`config.mk`:
```
export PLATFORM = sky130hd
export DESIGN_NAME = irq_sequencer_flat
export DESIGN_NICKNAME = d
export VERILOG_FILES = /design/src/rtl/irq_sequencer_if.sv /design/src/rtl/irq_sequencer.sv /design/src/flat_wrapper.sv
export SDC_FILE = /design/constraint.sdc
export NUM_CORES = 1
export LEC_CHECK = 0
export ABC_AREA = 0
export BUFFER_PORTS_ARGS = -buffer_cell sky130_fd_sc_hd__buf_2
export CAP_MARGIN = 20
export CORE_ASPECT_RATIO = 0.9
export CORE_UTILIZATION = 42
export DETAILED_ROUTE_END_ITERATION = 8
export GPL_TIMING_DRIVEN = 0
export PLACE_DENSITY = 0.84
export SLEW_MARGIN = 40
export SYNTH_ARGS = -nofsm -noshare
export SYNTH_HDL_FRONTEND = slang
export SYNTH_SLANG_ARGS = --single-unit
```
`constraint.sdc`:
```
create_clock -name clk -period 1.8 [get_ports clk]
set_input_delay 0.18 -clock clk [delete_from_list [all_inputs] [get_ports clk]]
set_output_delay 0.18 -clock clk [all_outputs]
set_load 0.01 [all_outputs]
```
`src/rtl/irq_sequencer_if.sv`:
```
// Core/MMIO-side signal bundle for irq_sequencer: peripheral requests, MMIO bus and
// core stall/vector handshake.
interface irq_sequencer_if #(
    parameter int unsigned NSRC = 4
);
    logic [NSRC-1:0] irq;
    logic            we;
    logic [4:0]      addr;
    logic [31:0]     wd;
    logic [31:0]     rd;
    logic [31:0]     pc_current;
    logic            intctrl;
    logic            hold;
    logic            hold_ack;
    logic            eret;
    logic            pc_sel;
    logic [31:0]     vector_pc;
    logic            exl;
    logic [31:0]     epc;

    modport master (
        output irq, we, addr, wd, pc_current, intctrl, hold_ack, eret,
        input  rd, hold, pc_sel, vector_pc, exl, epc
    );

    modport slave (
        input  irq, we, addr, wd, pc_current, intctrl, hold_ack, eret,
        output rd, hold, pc_sel, vector_pc, exl, epc
    );
endinterface

```
`src/rtl/irq_sequencer.sv`:
```
// Interrupt controller / exception sequencer: edge-latched pending requests, software mask,
// hold/hold_ack stall handshake, EPC/cause capture and per-source vectoring.
module irq_sequencer #(
    parameter int unsigned NSRC    = 4,
    parameter logic [31:0] VECTOR  = 32'h180,
    parameter int unsigned VSTRIDE = 8
) (
    input logic            clk,
    input logic            rst,
    irq_sequencer_if.slave bus
);

    localparam logic [4:0] A_MASK  = 5'b11000;
    localparam logic [4:0] A_PEND  = 5'b11001;
    localparam logic [4:0] A_CAUSE = 5'b11010;
    localparam logic [4:0] A_EPC   = 5'b11011;

    typedef enum logic [1:0] {
        S_IDLE,
        S_REQ,
        S_VECTOR,
        S_SERVICE
    } state_t;

    state_t          state_q;
    state_t          state_d;
    logic [NSRC-1:0] irq_q;
    logic [NSRC-1:0] pending;
    logic [NSRC-1:0] pend_d;
    logic [NSRC-1:0] mask;
    logic [NSRC-1:0] active;
    logic [2:0]      sel;
    logic [2:0]      cause;
    logic [31:0]     epc_q;
    logic            hold_q;
    logic            pc_sel_q;
    logic            exl_q;
    logic            ack;
    logic            unused_wd;

    assign active    = pending & mask;
    assign unused_wd = ^bus.wd[31:NSRC];

    // Scan from the top so the lowest set index is the last (winning) assignment.
    always_comb begin
        sel = '0;
        for (int unsigned i = NSRC; i > 0; i--) begin
            if (active[i-1]) sel = 3'(i - 1);
        end
    end

    always_comb begin
        state_d = state_q;
        ack     = 1'b0;
        case (state_q)
            S_IDLE: begin
                if (active != '0 && !bus.intctrl) state_d = S_REQ;
            end
            S_REQ: begin
                if (active == '0) begin
                    state_d = S_IDLE;
                end else if (bus.hold_ack) begin
                    state_d = S_VECTOR;
                    ack     = 1'b1;
                end
            end
            S_VECTOR: state_d = S_SERVICE;
            S_SERVICE: begin
                if (bus.eret) state_d = S_IDLE;
            end
            default: state_d = S_IDLE;
        endcase
    end

    // Clears (W1C and acknowledge) apply first so a same-edge rising request wins.
    always_comb begin
        pend_d = pending;
        if (bus.we && bus.addr == A_PEND) pend_d = pend_d & ~bus.wd[NSRC-1:0];
        if (ack) pend_d[sel] = 1'b0;
        pend_d = pend_d | (bus.irq & ~irq_q);
    end

    always_ff @(posedge clk or posedge rst) begin
        if (rst) begin
            state_q  <= S_IDLE;
            irq_q    <= '0;
            pending  <= '0;
            mask     <= '0;
            cause    <= '0;
            epc_q    <= '0;
            hold_q   <= 1'b0;
            pc_sel_q <= 1'b0;
            exl_q    <= 1'b0;
        end else begin
            state_q  <= state_d;
            irq_q    <= bus.irq;
            pending  <= pend_d;
            if (bus.we && bus.addr == A_MASK) mask <= bus.wd[NSRC-1:0];
            if (ack) begin
                epc_q <= bus.pc_current;
                cause <= sel;
            end
            // Outputs are registered copies decoded from the next state.
            hold_q   <= (state_d == S_REQ) || (state_d == S_VECTOR);
            pc_sel_q <= (state_d == S_VECTOR);
            exl_q    <= (state_d == S_VECTOR) || (state_d == S_SERVICE);
        end
    end

    always_comb begin
        bus.rd = '0;
        case (bus.addr)
            A_MASK:  bus.rd = 32'(mask);
            A_PEND:  bus.rd = 32'(pending);
            A_CAUSE: bus.rd = 32'(cause);
            A_EPC:   bus.rd = epc_q;
            default: bus.rd = '0;
        endcase
    end

    assign bus.hold      = hold_q;
    assign bus.pc_sel    = pc_sel_q;
    assign bus.exl       = exl_q;
    assign bus.epc       = epc_q;
    assign bus.vector_pc = VECTOR + 32'(cause) * 32'(VSTRIDE);

endmodule

```
`src/flat_wrapper.sv`:
```
// flat-port wrapper written by rule: the top's interface ports become plain ports
module irq_sequencer_flat 
#(
    parameter int unsigned NSRC    = 4,
    parameter logic [31:0] VECTOR  = 32'h180,
    parameter int unsigned VSTRIDE = 8
)
  (clk, rst, bus_irq, bus_we, bus_addr, bus_wd, bus_pc_current, bus_intctrl, bus_hold_ack, bus_eret, bus_rd, bus_hold, bus_pc_sel, bus_vector_pc, bus_exl, bus_epc);
  irq_sequencer_if #(.NSRC(NSRC)) bus_i ();
  input logic clk;
  input logic rst;
  input wire logic [$bits(bus_i.irq)-1:0] bus_irq;
  input wire logic [$bits(bus_i.we)-1:0] bus_we;
  input wire logic [$bits(bus_i.addr)-1:0] bus_addr;
  input wire logic [$bits(bus_i.wd)-1:0] bus_wd;
  input wire logic [$bits(bus_i.pc_current)-1:0] bus_pc_current;
  input wire logic [$bits(bus_i.intctrl)-1:0] bus_intctrl;
  input wire logic [$bits(bus_i.hold_ack)-1:0] bus_hold_ack;
  input wire logic [$bits(bus_i.eret)-1:0] bus_eret;
  output wire logic [$bits(bus_i.rd)-1:0] bus_rd;
  output wire logic [$bits(bus_i.hold)-1:0] bus_hold;
  output wire logic [$bits(bus_i.pc_sel)-1:0] bus_pc_sel;
  output wire logic [$bits(bus_i.vector_pc)-1:0] bus_vector_pc;
  output wire logic [$bits(bus_i.exl)-1:0] bus_exl;
  output wire logic [$bits(bus_i.epc)-1:0] bus_epc;
  assign bus_i.irq = bus_irq;
  assign bus_i.we = bus_we;
  assign bus_i.addr = bus_addr;
  assign bus_i.wd = bus_wd;
  assign bus_i.pc_current = bus_pc_current;
  assign bus_i.intctrl = bus_intctrl;
  assign bus_i.hold_ack = bus_hold_ack;
  assign bus_i.eret = bus_eret;
  assign bus_rd = bus_i.rd;
  assign bus_hold = bus_i.hold;
  assign bus_pc_sel = bus_i.pc_sel;
  assign bus_vector_pc = bus_i.vector_pc;
  assign bus_exl = bus_i.exl;
  assign bus_epc = bus_i.epc;
  irq_sequencer #(.NSRC(NSRC), .VECTOR(VECTOR), .VSTRIDE(VSTRIDE)) u_core (.clk(clk), .rst(rst), .bus(bus_i));
endmodule
```
### After elaboration in Yosys (flattened, before gate mapping)

Index checks and enable logic that the tools add are counted.

| word-level totals | value |
|---|---|
| register bits after elaboration | 52 |
| bits in latches | 0 |
| RAM bits | 0 |
| bits in read-only memories | 0 |
| input bits | 79 |
| memories kept | 0 |

| operators by class | value |
|---|---|
| add/sub/neg operators | 1 |
| multiply operators | 0 |
| divide/modulo/power cells | 0 |
| magnitude comparators | 2 |
| equal/unequal tests | 10 |
| shift-type cells | 0 |
| mux-type cells | 17 |
| bitwise logic cells | 8 |
| reductions and logical operators | 10 |

Operators by type and width:

| kind | number |
|---|---|
| one-hot mux 32 bit (4 select lines) | 1 |
| == test 5 bit (second input constant) | 4 |
| bitwise AND 4 bit | 4 |
| two-way mux 2 bit | 8 |
| inverter 4 bit | 3 |
| adder 9 x 6 -> 10 bit (first input constant) | 1 |
| == test 2 bit (second input constant) | 4 |
| two-way mux 4 bit | 2 |
| one-hot mux 2 bit (4 select lines) | 1 |
| == test 2 x 1 -> 1 bit (second input constant) | 2 |
| logical AND 1 bit | 4 |
| zero test 4 bit | 1 |
| two-way mux 1 bit | 4 |
| OR 4 bit | 1 |
| nonzero test 4 bit | 1 |
| less-than comparator 2 x 3 -> 1 bit (second input constant) | 1 |
| demux 1 bit (select 2 bit) | 1 |
| greater-or-equal comparator 2 x 1 -> 1 bit (second input constant) | 1 |
| zero test 2 bit | 1 |
| logical OR 1 bit | 2 |
| zero test 1 bit | 1 |

### Depth between registers and ports, before layout

Gate-level depths: netlist of run 1.

| depth | value |
|---|---|
| depth in word-level cells | 13 |
| gate-level depth with buffers | 6 |

### Worst setup path after synthesis of run 1

Ideal clock, no wire load.

| path | value |
|---|---|
| kind | reg-to-reg |
| from | register u_core.mask[2] |
| to | register u_core.hold_q, in the netlist u_core.bus.hold |
| library setup time | 0.113 ns |
| arrival | 1.524 ns |
| slack | 0.163 ns |
| stages on the path, launching flop included | 7 |
| buffers on the path | 0 |
| period minus slack after synthesis | 1.637 ns |
| cells stage by stage | dfrtp_1 > a22o_2 > nor2_8 > or4b_1 > o311a_1 > ha_1 > inv_1 |

| between the ends | value |
|---|---|
| longest elaborated chain between the ends | 7 |

Ends and longest elaborated chain:

| what | line | source |
|---|---|---|
| start: declaration | irq_sequencer.sv:30 | `logic [NSRC-1:0] mask;` |
| start signal: assignment | irq_sequencer.sv:98 | `if (bus.we && bus.addr == A_MASK) mask <= bus.wd[NSRC-1:0];` |
| bitwise AND 4 bit * | irq_sequencer.sv:41 | `assign active = pending & mask;` |
| nonzero test 4 bit | irq_sequencer.sv:57 | `if (active != '0 && !bus.intctrl) state_d = S_REQ;` |
| logical AND 1 bit | irq_sequencer.sv:57 |  |
| two-way mux 2 bit | irq_sequencer.sv:57 |  |
| one-hot mux 2 bit (4 select lines) * | irq_sequencer.sv:55 | `case (state_q)` |
| == test 2 x 1 -> 1 bit / == test 2 bit (equally long branches) | irq_sequencer.sv:104 | `hold_q <= (state_d == S_REQ) \|\| (state_d == S_VECTOR);` |
| logical OR 1 bit * | irq_sequencer.sv:104 |  |
| end signal: assignment | irq_sequencer.sv:104 |  |
| end: declaration | irq_sequencer.sv:35 | `logic hold_q;` |

Mark *: on every way between the ends. The rest lies on a longest branch, timed or not.
A chain may end at the register's enable or synchronous reset.

### Final worst setup path of run 1

| path | value |
|---|---|
| from | register u_core.mask[0] |
| to | register u_core.hold_q, in the netlist u_core.bus.hold |

Same word-level chain as after synthesis.

==> impl_summary.md, run 1 <==
Timing
For the pin with the worst max-slew slack, the measured transition is 0.581 ns. The number of max-slew violations in the final report is 0. The clock period could shrink to 1.73 ns. Summed over all failing endpoints, the final setup total negative slack is 0 ns. The final clock period utilization by the worst path is 0.961. Setup violations remaining at the end of the flow were counted as 0. The number of endpoints with negative hold slack in the final report came to 0.

Timing would allow up to 578 MHz. Across the routed clock network, the largest skew measured is 0.00794 ns. The worst hold margin is 0.0143 ns. The worst slew slack as a fraction of its limit is 0.611.

Pwr
After layout, the design draws a total of 4.71 mW. The peak supply drop is 0.555 mV. The total power density per cell area is 1270 nW/um^2.

Summed over all cells, the static leakage comes to 2.01 nW.

Clock tree
No sink is reached through more buffers than the 2 on the longest clock path. Clock-pin slew was measured on the worst setup and hold paths at 0.09 ns. The CTS sink count is 50. The H-tree was split into 2 levels. The later pin in the worst-skew pair is clocked with a latency of 0.29 ns. The number of clock buffers added by TritonCTS is 5.

Clock tree synthesis selected as its root buffer the cell clkbuf_8. The clock tree from TritonCTS is done.

Placement
The number of port buffers is 119. The wire-length estimate of the detail-placed layout is 4870 um. In this run, placement finished with an instance count of 446. The placed instances occupy a cell area of 3510 sq um. The final estimated routing congestion in global placement is 0.751.

Global routing
Summed over all layers, the global routing overflow is 0. The number of global-route vias before repair is 1929. The first global-routing pass estimated 9480 um of wire. The total routing usage reported by global routing is 0.183.

The number of antenna violations at the first check in global routing came to 0. The largest net degree at the start of global routing is 28.

Cells and area
In the final layout, the share of cells above drive strength 1 is 0.562. Compared with the post-synthesis result, the final layout area differs by 38.1%. Leaving out fill and tap cells, the most frequent cells in the layout are buf_2, dfrtp_1, buf_4, conb_1. The number of antenna diodes in the final layout is 0.

The net count of the finished layout is 456. The filler cell count in the final layout is 501. The most common cell after layout, fill and taps aside is buf_2. Excluding fillers, the count of instances in the completed layout stands at 464.

The final non-filler cell area is 3690 sq um.

Worst setup path
The data arrival at the endpoint of the critical path is 1.92 ns. Data on the critical path is required at its endpoint by 1.99 ns. The start-to-end type of the worst setup path is reg2reg.

In this run the worst path has a maximum fanout of 5. The endpoint class of the critical path is a flip-flop. The element type at the critical path start is a flip-flop.

Route
The number of DRC violations after detailed-routing iteration 0 is 72. The ratio of routed vias to standard cells is 4.44. The routed wire length per instance is 13.3 um.

The routed wire length is 6160 um. The number of detailed-route iterations in the first pass is 4. The count of nets left with antenna violations once routing finished came out at 0.

After detailed routing, the number of remaining DRC violations is 0. The total number of vias is 2058.

Synth
By area the synthesized netlist is led by dfrtp_1, mux2_4, buf_4. Synthesis inferred 50 register bits. In this run the cell area of the synthesized design comes to 2680 sq um. The count of warnings emitted by yosys is 0.

The main combinational cell family by area after synthesis is multiplexers. After synthesis, the share of cell area in mux cells is 0.203. The library cell with the largest summed area after synthesis is dfrtp_1.

The synthesized-area fraction occupied by adder cells is 0.00468. The number of distinct standard cells referenced by the synthesized netlist is 31. The fraction of the mapped netlist area in compound gates is 0.0584. Of the total synthesized cell area, the portion taken by XOR and XNOR cells is 0. The sequential share of the synthesized area is 0.468. The post-synthesis instance total is 211.

The average instance area after synthesis is 12.7 sq um. Of the total synthesized cell area, the portion taken by AND, OR, NAND and NOR gates is 0.140. The top-area cell type share of the netlist area is 0.468.

Floorplan
The die covers 6700 sq um. The die is 77.7 um tall. The area of the core is 6150 sq um.

The initial utilization of the core area, before any placement, comes to 0.435. The initialized floorplan defines 27 standard-cell rows. The horizontal die dimension is 86.1 um. The number of top-level design ports is 178.

Run status
The run finished with clean final reports.

Job
The number of violations of the max-capacitance limit is 0.

Hold path
The class of the most critical hold timing path is in2reg.
==> registers in the layout (all words and copies together) (netlist names) <==
register           flops
u_core.cause           2
u_core.pending         4
u_core.bus.exl         1
u_core.irq_q           4
u_core.mask            4
u_core.bus.hold        1
u_core.state_q         1
u_core.bus.pc_sel      1
u_core.bus.epc        32
==> kinds of logic (layout without fill, tap and decap cells) <==
logic type               count (synthesis)  after routing
flip-flops                              50             50
AO/OA/AOI/OAI                           19             19
AND/OR/NAND/NOR                         55             55
other                                    2             30
buffers and inverters                   45            183
adder cells (fa/ha/maj)                  1              1
multiplexers                            39             39
==> worst paths after layout <==
| kind | from | to | slack, ns | cells past startpoint |
|---|---|---|---|---|
| min in group asynchronous | rst | u_core.bus.epc[21] | 0.40 | 3 |
| setup reg to reg | u_core.mask[0] | u_core.bus.hold | 0.07 | 6 |
| max in group asynchronous | rst | u_core.bus.epc[1] | 0.96 | 4 |
| hold reg to reg | u_core.bus.epc[26] | u_core.bus.epc[26] | 0.53 | 1 |
| hold / removal | bus_irq[1] | u_core.irq_q[1] | 0.01 | 1 |
| setup / recovery | u_core.mask[0] | u_core.bus.hold | 0.07 | 6 |
==> report_power, final <==
group | switching [mW] | internal [mW] | total, mW
Combinational | 0.865 | 1.20 | 2.07
Clock | 0.350 | 0.311 | 0.660
Sequential | 0.376 | 1.60 | 1.98
==> area by class of cell <==
type                    count  area [sq um]  area share
inverters                   9          36.3     0.00982
multi-input cells         144          1210       0.327
repair buffers            130           701       0.190
clock buffers               7          86.3      0.0234
flip-flops and latches     50          1250       0.339
well taps                  87           109      0.0295
clock inverters             1          5.00     0.00135
plain buffers              36           297      0.0803
==> metrics by stage <==
step / utilization / worst slack, ns
3_3_place_gp: 0.567 / -0.159
2_1_floorplan: - / 0.163
6_report: 0.601 / 0.0706
3_5_place_dp: 0.571 / 0.0337
4_1_cts: 0.592 / 0.00745
5_1_grt: 0.601 / -0.00101
==> cell usage after synthesis <==
cell type  count
dfrtp_1       50
buf_4         30
and2_1        29
mux2_4        29
inv_1          9
nand2_1        8
mux2_2         7
nand3_1        5
a32o_1         4
o21ai_0        4
a21oi_1        3
buf_12         3
clkbuf_1       3
mux2i_1        3
nor2_1         3
a222oi_1       2
a22oi_1        2
conb_1         2
nand3b_1       2
nor2_8         2
a22o_2         1
a22o_4         1
and3b_1        1
ha_1           1
nand2_2        1
nand2b_4       1
nand4b_1       1
nor4b_4        1
o311a_1        1
o311ai_0       1
or4b_1         1
==> worst max-delay path: stages, from the launching register on <==
cell and delay [ns]:
dfrtp_2 0.42, a22o_4 0.19, nor2_8 0.06, or4b_1 0.51
o311a_1 0.14, ha_1 0.28, inv_1 0.03
==> timing repair <==
action                                  4_1_cts  5_1_grt
resized for setup                             0        3
hold buffers                                  4        0
endpoints found under the setup margin        0        1
endpoints found under the hold margin        26        0
setup buffers                                 0        6
==> layer usage <==
layer / track usage / share of wire / vias to the layer above / wire length [um]
met5: 0 / 0 / - / 0
met4: 0.0400 / 0.0075 / 0 / 46
met3: 0.0426 / 0.070 / 6 / 433
met2: 0.325 / 0.52 / 92 / 3200
met1: 0.224 / 0.40 / 965 / 2480
li1: - / - / 995 / -
(Power assumes the default switching activity.)
==> inputs of run 2 (changes only) <==
--- a/config.mk
+++ b/config.mk
@@ -8,12 +8,12 @@
 export ABC_AREA = 0
 export BUFFER_PORTS_ARGS = -buffer_cell sky130_fd_sc_hd__buf_2
 export CAP_MARGIN = 20
-export CORE_ASPECT_RATIO = 0.9
 export CORE_UTILIZATION = 42
 export DETAILED_ROUTE_END_ITERATION = 8
 export GPL_TIMING_DRIVEN = 0
 export PLACE_DENSITY = 0.84
-export SLEW_MARGIN = 40
+export REMOVE_ABC_BUFFERS = 1
+export SLEW_MARGIN = 20
 export SYNTH_ARGS = -nofsm -noshare
 export SYNTH_HDL_FRONTEND = slang
 export SYNTH_SLANG_ARGS = --single-unit
==> impl_summary.md, run 2 (synthesized netlist as in run 1, its figures left out) <==
Run status
The run finished with clean final reports.

Clock tree
The number of buffers created by CTS is 5 (unchanged). The clock latency reported for the late side of the worst-skew pair is 0.29 ns (about the same). The cell at the root of the clock tree is clkbuf_8. The clock-pin slew of the registers on the worst-case setup and hold paths is 0.09 ns (about the same). The CTS sink count came to 50 (unchanged).

The maximum clock path buffer count is 2 (unchanged). TritonCTS built the clock tree. The H-tree depth reported by CTS was 2 (unchanged).

Placement
The final estimated routing congestion in global placement is 0.783 (+4.2%). The placed wire-length estimate is 4200 um (-14%). The pre-CTS setup slack is -0.125 ns (-0.159 ns). The number of port buffers is 119 (unchanged).

Timing
The achievable frequency came to 580 MHz (+0.27%). The number of max-slew violations in the final report is 0 (unchanged). The number of endpoints with negative hold slack in the final report came to 0 (unchanged). The measured slew at the worst slew-check pin is 0.570 ns (-0.0114 ns).

The worst slew slack as a fraction of its limit came to 0.619 (+0.00762). The count of endpoints failing setup in the final report is 0 (unchanged). The final worst clock skew is 0.00959 ns (+0.00165 ns). The final clock period utilization by the worst path is 0.958 (-0.00262). The setup slack after layout was 0.0753 ns (+0.00471 ns). The final critical delay including setup and external delays is 1.72 ns (-0.00471 ns).

Cells and area
The library cell used most frequently in the layout, excluding fill and tap cells, is buf_2. The top cell types in the final layout, fill and taps aside, are buf_2, dfrtp_1, conb_1, mux2_4, and2_1. The number of inserted diodes is 0 (unchanged). The signed area change from the synthesized netlist to the final layout is 27.3%.

The layout cell share with drive strength beyond 1 came to 0.529 (-0.0331). The flip-flop count of the largest register, all copies and words added was 32 (unchanged). The number of nets in the finished design is 422 (-7.5%).

Global routing
The largest net degree at the start of global routing is 34 (+21%). The wire length of the first global-routing pass is 8600 um (-9.3%). The number of antenna violations at the first check in global routing was 0 (unchanged). The sum of overflow across all layers after global routing came to 0 (unchanged). The total routing usage reported by global routing is 0.172 (-0.0105). The number of global-route vias before repair came to 1765 (-8.5%).

Pwr
The switching power share of the total was 0.340 (+0.00231). The peak supply drop is 0.588 mV (+5.9%). The reported leakage power is 1.83 nW (-9.1%). The overall power consumption is 4.57 mW (-3.0%). The part of the total power dissipated in the clock network came to 0.131 (-0.009).

The total power density per cell area was 1340 nW/um^2 (+5.2%). The share of power burned in registers is 0.430 (+0.010). The power spent charging and discharging nets is 1.55 mW (-2.3%).

The part of the power in combinational logic is 0.439 (about the same). The cell-internal power was 3.01 mW (-3.3%).

Worst setup path
The worst path buffer plus inverter count was 1 (unchanged). The worst register-to-register path ends at u_core.bus.hold. The cell family contributing the most delay on the critical path is simple AND/OR/NAND/NOR gates. The endpoint class of the critical path is a flip-flop. The element type at the critical path start is a flip-flop. In this run the critical register-to-register path is launched from u_core.pending[2]. The setup slack of the worst register-to-register path was 0.08 ns (about the same). The highest-delay cell along the critical path is or4b_1. The critical path goes through a22o_2 > nor2_8 > or4b_1 > o311a_1 > ha_1 > inv_1. The delay of the slowest cell on the worst path is 0.50 ns (about the same).

The worst reg-to-reg path cell count came to 6 (unchanged). The required time of the critical path is 1.99 ns (about the same). The start-to-end type of the worst setup path is reg2reg. The maximum fanout count along the critical path is 6 (+1).

The data arrival at the endpoint of the critical path is 1.92 ns (about the same).

Floorplan
The number of standard-cell rows in the floorplan came to 28 (+3.7%). The die boundary height is 81.8 um (+5.3%). The horizontal die dimension is 81.8 um (-5.0%). The area of the core is 6030 sq um (-2.0%). The starting density of the core is 0.444 (+0.00886). The floorplan die area was 6700 sq um (about the same). The number of top-level design ports is 178 (unchanged).

Route
The ratio of routed vias to standard cells is 4.77 (+7.6%). The routed wire length was 5770 um (-6.2%). The number of nets with antenna violations after routing is 0 (unchanged). The total number of vias is 1991 (-3.3%).

The DRC violations left was 0 (unchanged). The number of detailed-route iterations in the first pass is 4 (unchanged). The routed wire length per instance was 13.8 um (+4.3%). The number of DRC violations after detailed-routing iteration 0 is 79 (+9.7%).

Hold path
The worst-case hold path end point is u_core.irq_q[1]. The number of cells on the worst hold path is 1 (unchanged). The startpoint identified for the worst hold timing path is bus_irq[1]. The path class of the tightest hold or removal check is in2reg.

Job
The number of violations of the max-capacitance limit was 0 (unchanged).
run 2: cell types whose count changed in the layout (fill, tap and decap cells not counted), sizes merged:
cell	change
clkbuf	-3
clkinv	-1
dlygate4sd3	-2
nor2	+1
buf	-30
run 2: area by class of cell:
class | instances | area (sq um)
inverter | 9 | 33.8
timing repair buffer | 131 | 736
sequential | 50 | 1250
fill | 542 | 2620
multi-input combinational | 145 | 1210
clock buffer | 7 | 76.3
tap | 75 | 93.8
run 2: per-stage QoR:
| stage | util | setup TNS [ns] | std cells | cell area, sq um | hold slack (ns) |
|---|---|---|---|---|---|
| finish | 0.565 | 0 | 417 | 3410 | 0.0143 |
| global route | 0.565 | -0.000212 | 417 | 3410 | 0.00133 |
| CTS | 0.560 | 0 | 413 | 3370 | 0.00689 |
| detailed placement | 0.533 | -2.21 | 399 | 3210 | 0.190 |
| global placement | 0.527 | -23.33 | 397 | 3170 | 0.304 |
| floorplan | - | 0 | 203 | 2480 | 0.211 |
run 2: how the worst max path moves through the flow:
stage                      start                 end  cells after the start  slack, ns
4_1_cts           u_core.mask[2]     u_core.bus.hold                      6       0.03
3_3_place_gp         bus_addr[2]           bus_rd[2]                      6      -0.59
3_5_place_dp      u_core.bus.exl  u_core.bus.epc[10]                      3      -0.13
6_report       u_core.pending[2]     u_core.bus.hold                      6       0.08
5_1_grt        u_core.pending[3]     u_core.bus.hold                      6    -0.0002
2_1_floorplan     u_core.bus.exl  u_core.bus.epc[10]                      3       0.05
run 2: metal layers:
layer,part of all wire,global-route usage,vias up
li1,-,-,926
met1,0.42,0.221,954
met2,0.49,0.295,104
met3,0.080,0.0344,7
met4,0.0092,0.0439,0
met5,0,0,-
run 2: repair_timing:
item / in CTS / in global routing
gates cloned: 1 / 0
setup buffers: 4 / 4
gates resized for setup: 0 / 1
hold buffers: 2 / 0
endpoints found under the hold margin: 18 / 0
endpoints found under the setup margin: 32 / 1
pin swaps: 2 / 0
run 2: power groups by stage:
stage               logic, mW  clock network [mW]  registers (mW)
floorplan                1.05                   0            2.12
global placement         1.85                   0            1.95
detailed placement       1.90                   0            1.99
CTS                      2.00               0.619            1.97
global route             2.19               0.651            2.04
finish                   2.01               0.598            1.96
==> inputs of run 3 (changes only) <==
--- a/config.mk
+++ b/config.mk
@@ -11,7 +11,7 @@
 export CORE_UTILIZATION = 42
 export DETAILED_ROUTE_END_ITERATION = 8
 export GPL_TIMING_DRIVEN = 0
-export PLACE_DENSITY = 0.84
+export PLACE_DENSITY = 0.8
 export REMOVE_ABC_BUFFERS = 1
 export SLEW_MARGIN = 20
 export SYNTH_ARGS = -nofsm -noshare
==> impl_summary.md, run 3 (synthesized netlist as in run 1, its figures left out) <==
Global routing
The total routing usage reported by global routing is 0.172 (+0.000262). The largest net degree at the start of global routing is 34 (unchanged). The number of antenna violations at the first check in global routing is 0 (unchanged).

The number of global-route vias before repair is 1835 (+4.0%). The wire length of the first global-routing pass came to 8630 um (+0.40%). The sum of overflow across all layers after global routing was 0 (unchanged).

Route
The routed wire length came to 5820 um (+0.90%). The ratio of routed vias to standard cells was 4.66 (-2.4%). The DRC violations left was 0 (unchanged). The number of DRC violations after detailed-routing iteration 0 is 95 (+20%).

The total number of vias is 1939 (-2.6%). The routed wire length per instance was 14.0 um (+1.1%). The number of nets with antenna violations after routing came to 0 (unchanged). The number of detailed-route iterations in the first pass is 5 (+1).

Timing
The number of endpoints with negative hold slack in the final report came to 0 (unchanged). The number of max-slew violations in the final report is 0 (unchanged). The setup TNS is 0 ns (unchanged).

The final clock period utilization by the worst path was 0.960 (+0.00145). The worst slew slack as a fraction of its limit is 0.619 (about the same). The setup slack after layout is 0.0727 ns (-0.00261 ns). The count of endpoints failing setup in the final report came to 0 (unchanged).

The final worst clock skew is 0.00689 ns (-0.00270 ns). The achievable frequency was 579 MHz (-0.15%). The final critical delay including setup and external delays is 1.73 ns (+0.00261 ns). The measured slew at the worst slew-check pin is 0.570 ns (+0.000318 ns).

Setup repair after global routing left no endpoint under its margin.

Clock tree
The cell at the root of the clock tree is clkbuf_8. The CTS sink count came to 50 (unchanged). The clock-pin slew of the registers on the worst-case setup and hold paths was 0.08 ns (about the same). The H-tree depth reported by CTS is 2 (unchanged). The clock tree from TritonCTS is done. The number of buffers created by CTS is 5 (unchanged). The maximum clock path buffer count was 2 (unchanged).

The clock latency reported for the late side of the worst-skew pair was 0.29 ns (about the same).

Floorplan
The horizontal die dimension is 81.8 um (unchanged). The number of top-level design ports is 178 (unchanged). The area of the core is 6030 sq um (unchanged). The die boundary height is 81.8 um (unchanged).

The starting density of the core is 0.444 (unchanged). The number of standard-cell rows in the floorplan is 28 (unchanged). The floorplan die area came to 6700 sq um (unchanged).

Run status
The flow ran to the end, and the final reports show no timing, DRC or antenna violations.

Placement
The final estimated routing congestion in global placement is 0.813 (+3.8%). The pre-CTS setup slack was -0.151 ns (-0.0256 ns). The placed wire-length estimate came to 4090 um (-2.7%). The number of port buffers is 119 (unchanged). The instance area at placement came to 3200 sq um (-0.47%).

Pwr
The part of the total power dissipated in the clock network is 0.160 (+0.029). The power spent charging and discharging nets was 1.57 mW (+1.2%). The part of the power in combinational logic is 0.423 (-0.016).

The switching power share of the total is 0.332 (-0.00810). The share of power burned in registers is 0.417 (-0.013). The reported leakage power was 1.84 nW (+0.51%).

The peak supply drop is 0.766 mV (+30%). The total power density per cell area is 1380 nW/um^2 (+2.6%). The cell-internal power is 3.16 mW (+5.0%).

Worst setup path
The data arrival at the endpoint of the critical path is 1.92 ns (about the same). The setup slack of the worst register-to-register path is 0.07 ns (about the same). STA classifies the critical path startpoint as a flip-flop.

Among all stages on the critical path, the largest delay is contributed by or4b_1. The endpoint class of the critical path is a flip-flop. The critical path goes through a22o_4 > nor2_8 > or4b_1 > o311a_1 > ha_1 > inv_1. In this run the worst setup path begins at u_core.mask[0]. The required time of the critical path came to 2.00 ns (about the same). The worst reg-to-reg path cell count is 6 (unchanged). The worst path buffer plus inverter count was 1 (unchanged). The end of the worst register-to-register path is u_core.bus.hold.

Broken down by cell family, the worst path's largest delay share belongs to simple AND/OR/NAND/NOR gates. The start of the worst register-to-register path is u_core.mask[0]. The delay of the slowest cell on the worst path came to 0.49 ns (about the same). By startpoint and endpoint, the worst setup path is classified as reg2reg. The maximum fanout count along the critical path is 6 (unchanged).

Job
The number of violations of the max-capacitance limit is 0 (unchanged).

Cells and area
Leaving out fill and tap cells, the most frequent cells in the layout are buf_2, dfrtp_1, conb_1, mux2_4, and2_1. The fraction of the core area covered by cells at the end of the flow is 0.571 (+0.00602). The number of nets in the finished design is 420 (-0.47%). The final non-filler cell area is 3440 sq um (+1.1%). The most common cell after layout, fill and taps aside is buf_2. The filler cell count in the final layout is 529 (-2.4%). The signed area change from the synthesized netlist to the final layout is 28.6%. The number of inserted diodes is 0 (unchanged).

The flip-flop count of the largest register, all copies and words added is 32 (unchanged). The layout cell share with drive strength beyond 1 is 0.519 (-0.0102).

Hold path
The worst-case hold path end point is u_core.irq_q[3]. The number of cells on the worst hold path was 1 (unchanged). In this run the most critical hold path is launched from bus_irq[3].

The path class of the tightest hold or removal check is in2reg.
## run 3: cell count changes in the layout (fill, tap and decap cells not counted), sizes merged
cell,change
dlygate4sd3,+2
bufinv,+1
buf,-4
## run 3: metal layers
metal / vias up / GRT usage / part of all wire
li1: 917 / - / -
met1: 929 / 0.202 / 0.42
met2: 91 / 0.317 / 0.51
met3: 2 / 0.0422 / 0.066
met4: 0 / 0.0316 / 0.0026
met5: - / 0 / 0
## run 3: how the worst max path moves through the flow
stage | slack (ns) | cells past startpoint | endpoint
3_3_place_gp | -0.52 | 6 | bus_rd[3]
3_5_place_dp | -0.15 | 6 | bus_rd[3]
4_1_cts | -0.01 | 3 | u_core.bus.epc[12]
6_report | 0.07 | 6 | u_core.bus.hold
5_1_grt | 0.01 | 6 | u_core.bus.hold
2_1_floorplan | 0.05 | 3 | u_core.bus.epc[10]
## run 3: worst register-to-register path, cell delays in order (launching register included)
cell and delay [ns]:
dfrtp_1 0.44, a22o_4 0.21, nor2_8 0.07, or4b_1 0.49, o311a_1 0.13, ha_1 0.28, inv_1 0.03
## run 3: what timing repair did
action | CTS | global route
cloned | 1 | 0
endpoints found under the setup margin | 36 | 18
resized for setup | 1 | 1
pin swaps | 1 | 1
hold buffers | 3 | 1
hold endpoints to repair | 19 | 1
setup buffers | 3 | 2
## run 3: power groups by stage
stage / clock network, mW / logic (mW) / registers [mW]
finish: 0.757 / 2.00 / 1.98
global route: 0.838 / 2.17 / 2.04
CTS: 0.789 / 1.98 / 1.97
detailed placement: 0 / 1.90 / 1.98
global placement: 0 / 1.85 / 1.95
floorplan: 0 / 1.05 / 2.12
## run 3: layout make-up
cell class                      count  area [sq um]  area share
Inverter                            9          33.8     0.00981
Multi-Input combinational cell    145          1230       0.356
Clock buffer                        7          76.3      0.0222
Timing Repair Buffer              129           731       0.212
Sequential cell                    50          1250       0.364
Tap cell                           75          93.8      0.0273
Clock inverter                      1          30.0     0.00872
## run 3: per-stage QoR
stage          hold WS (ns)  power, mW  cells
5_1_grt             0.00948       5.05    416
3_3_place_gp          0.304       3.81    397
3_5_place_dp          0.196       3.88    398
4_1_cts             0.00991       4.73    413
6_report             0.0260       4.73    416
2_1_floorplan         0.211       3.17    203
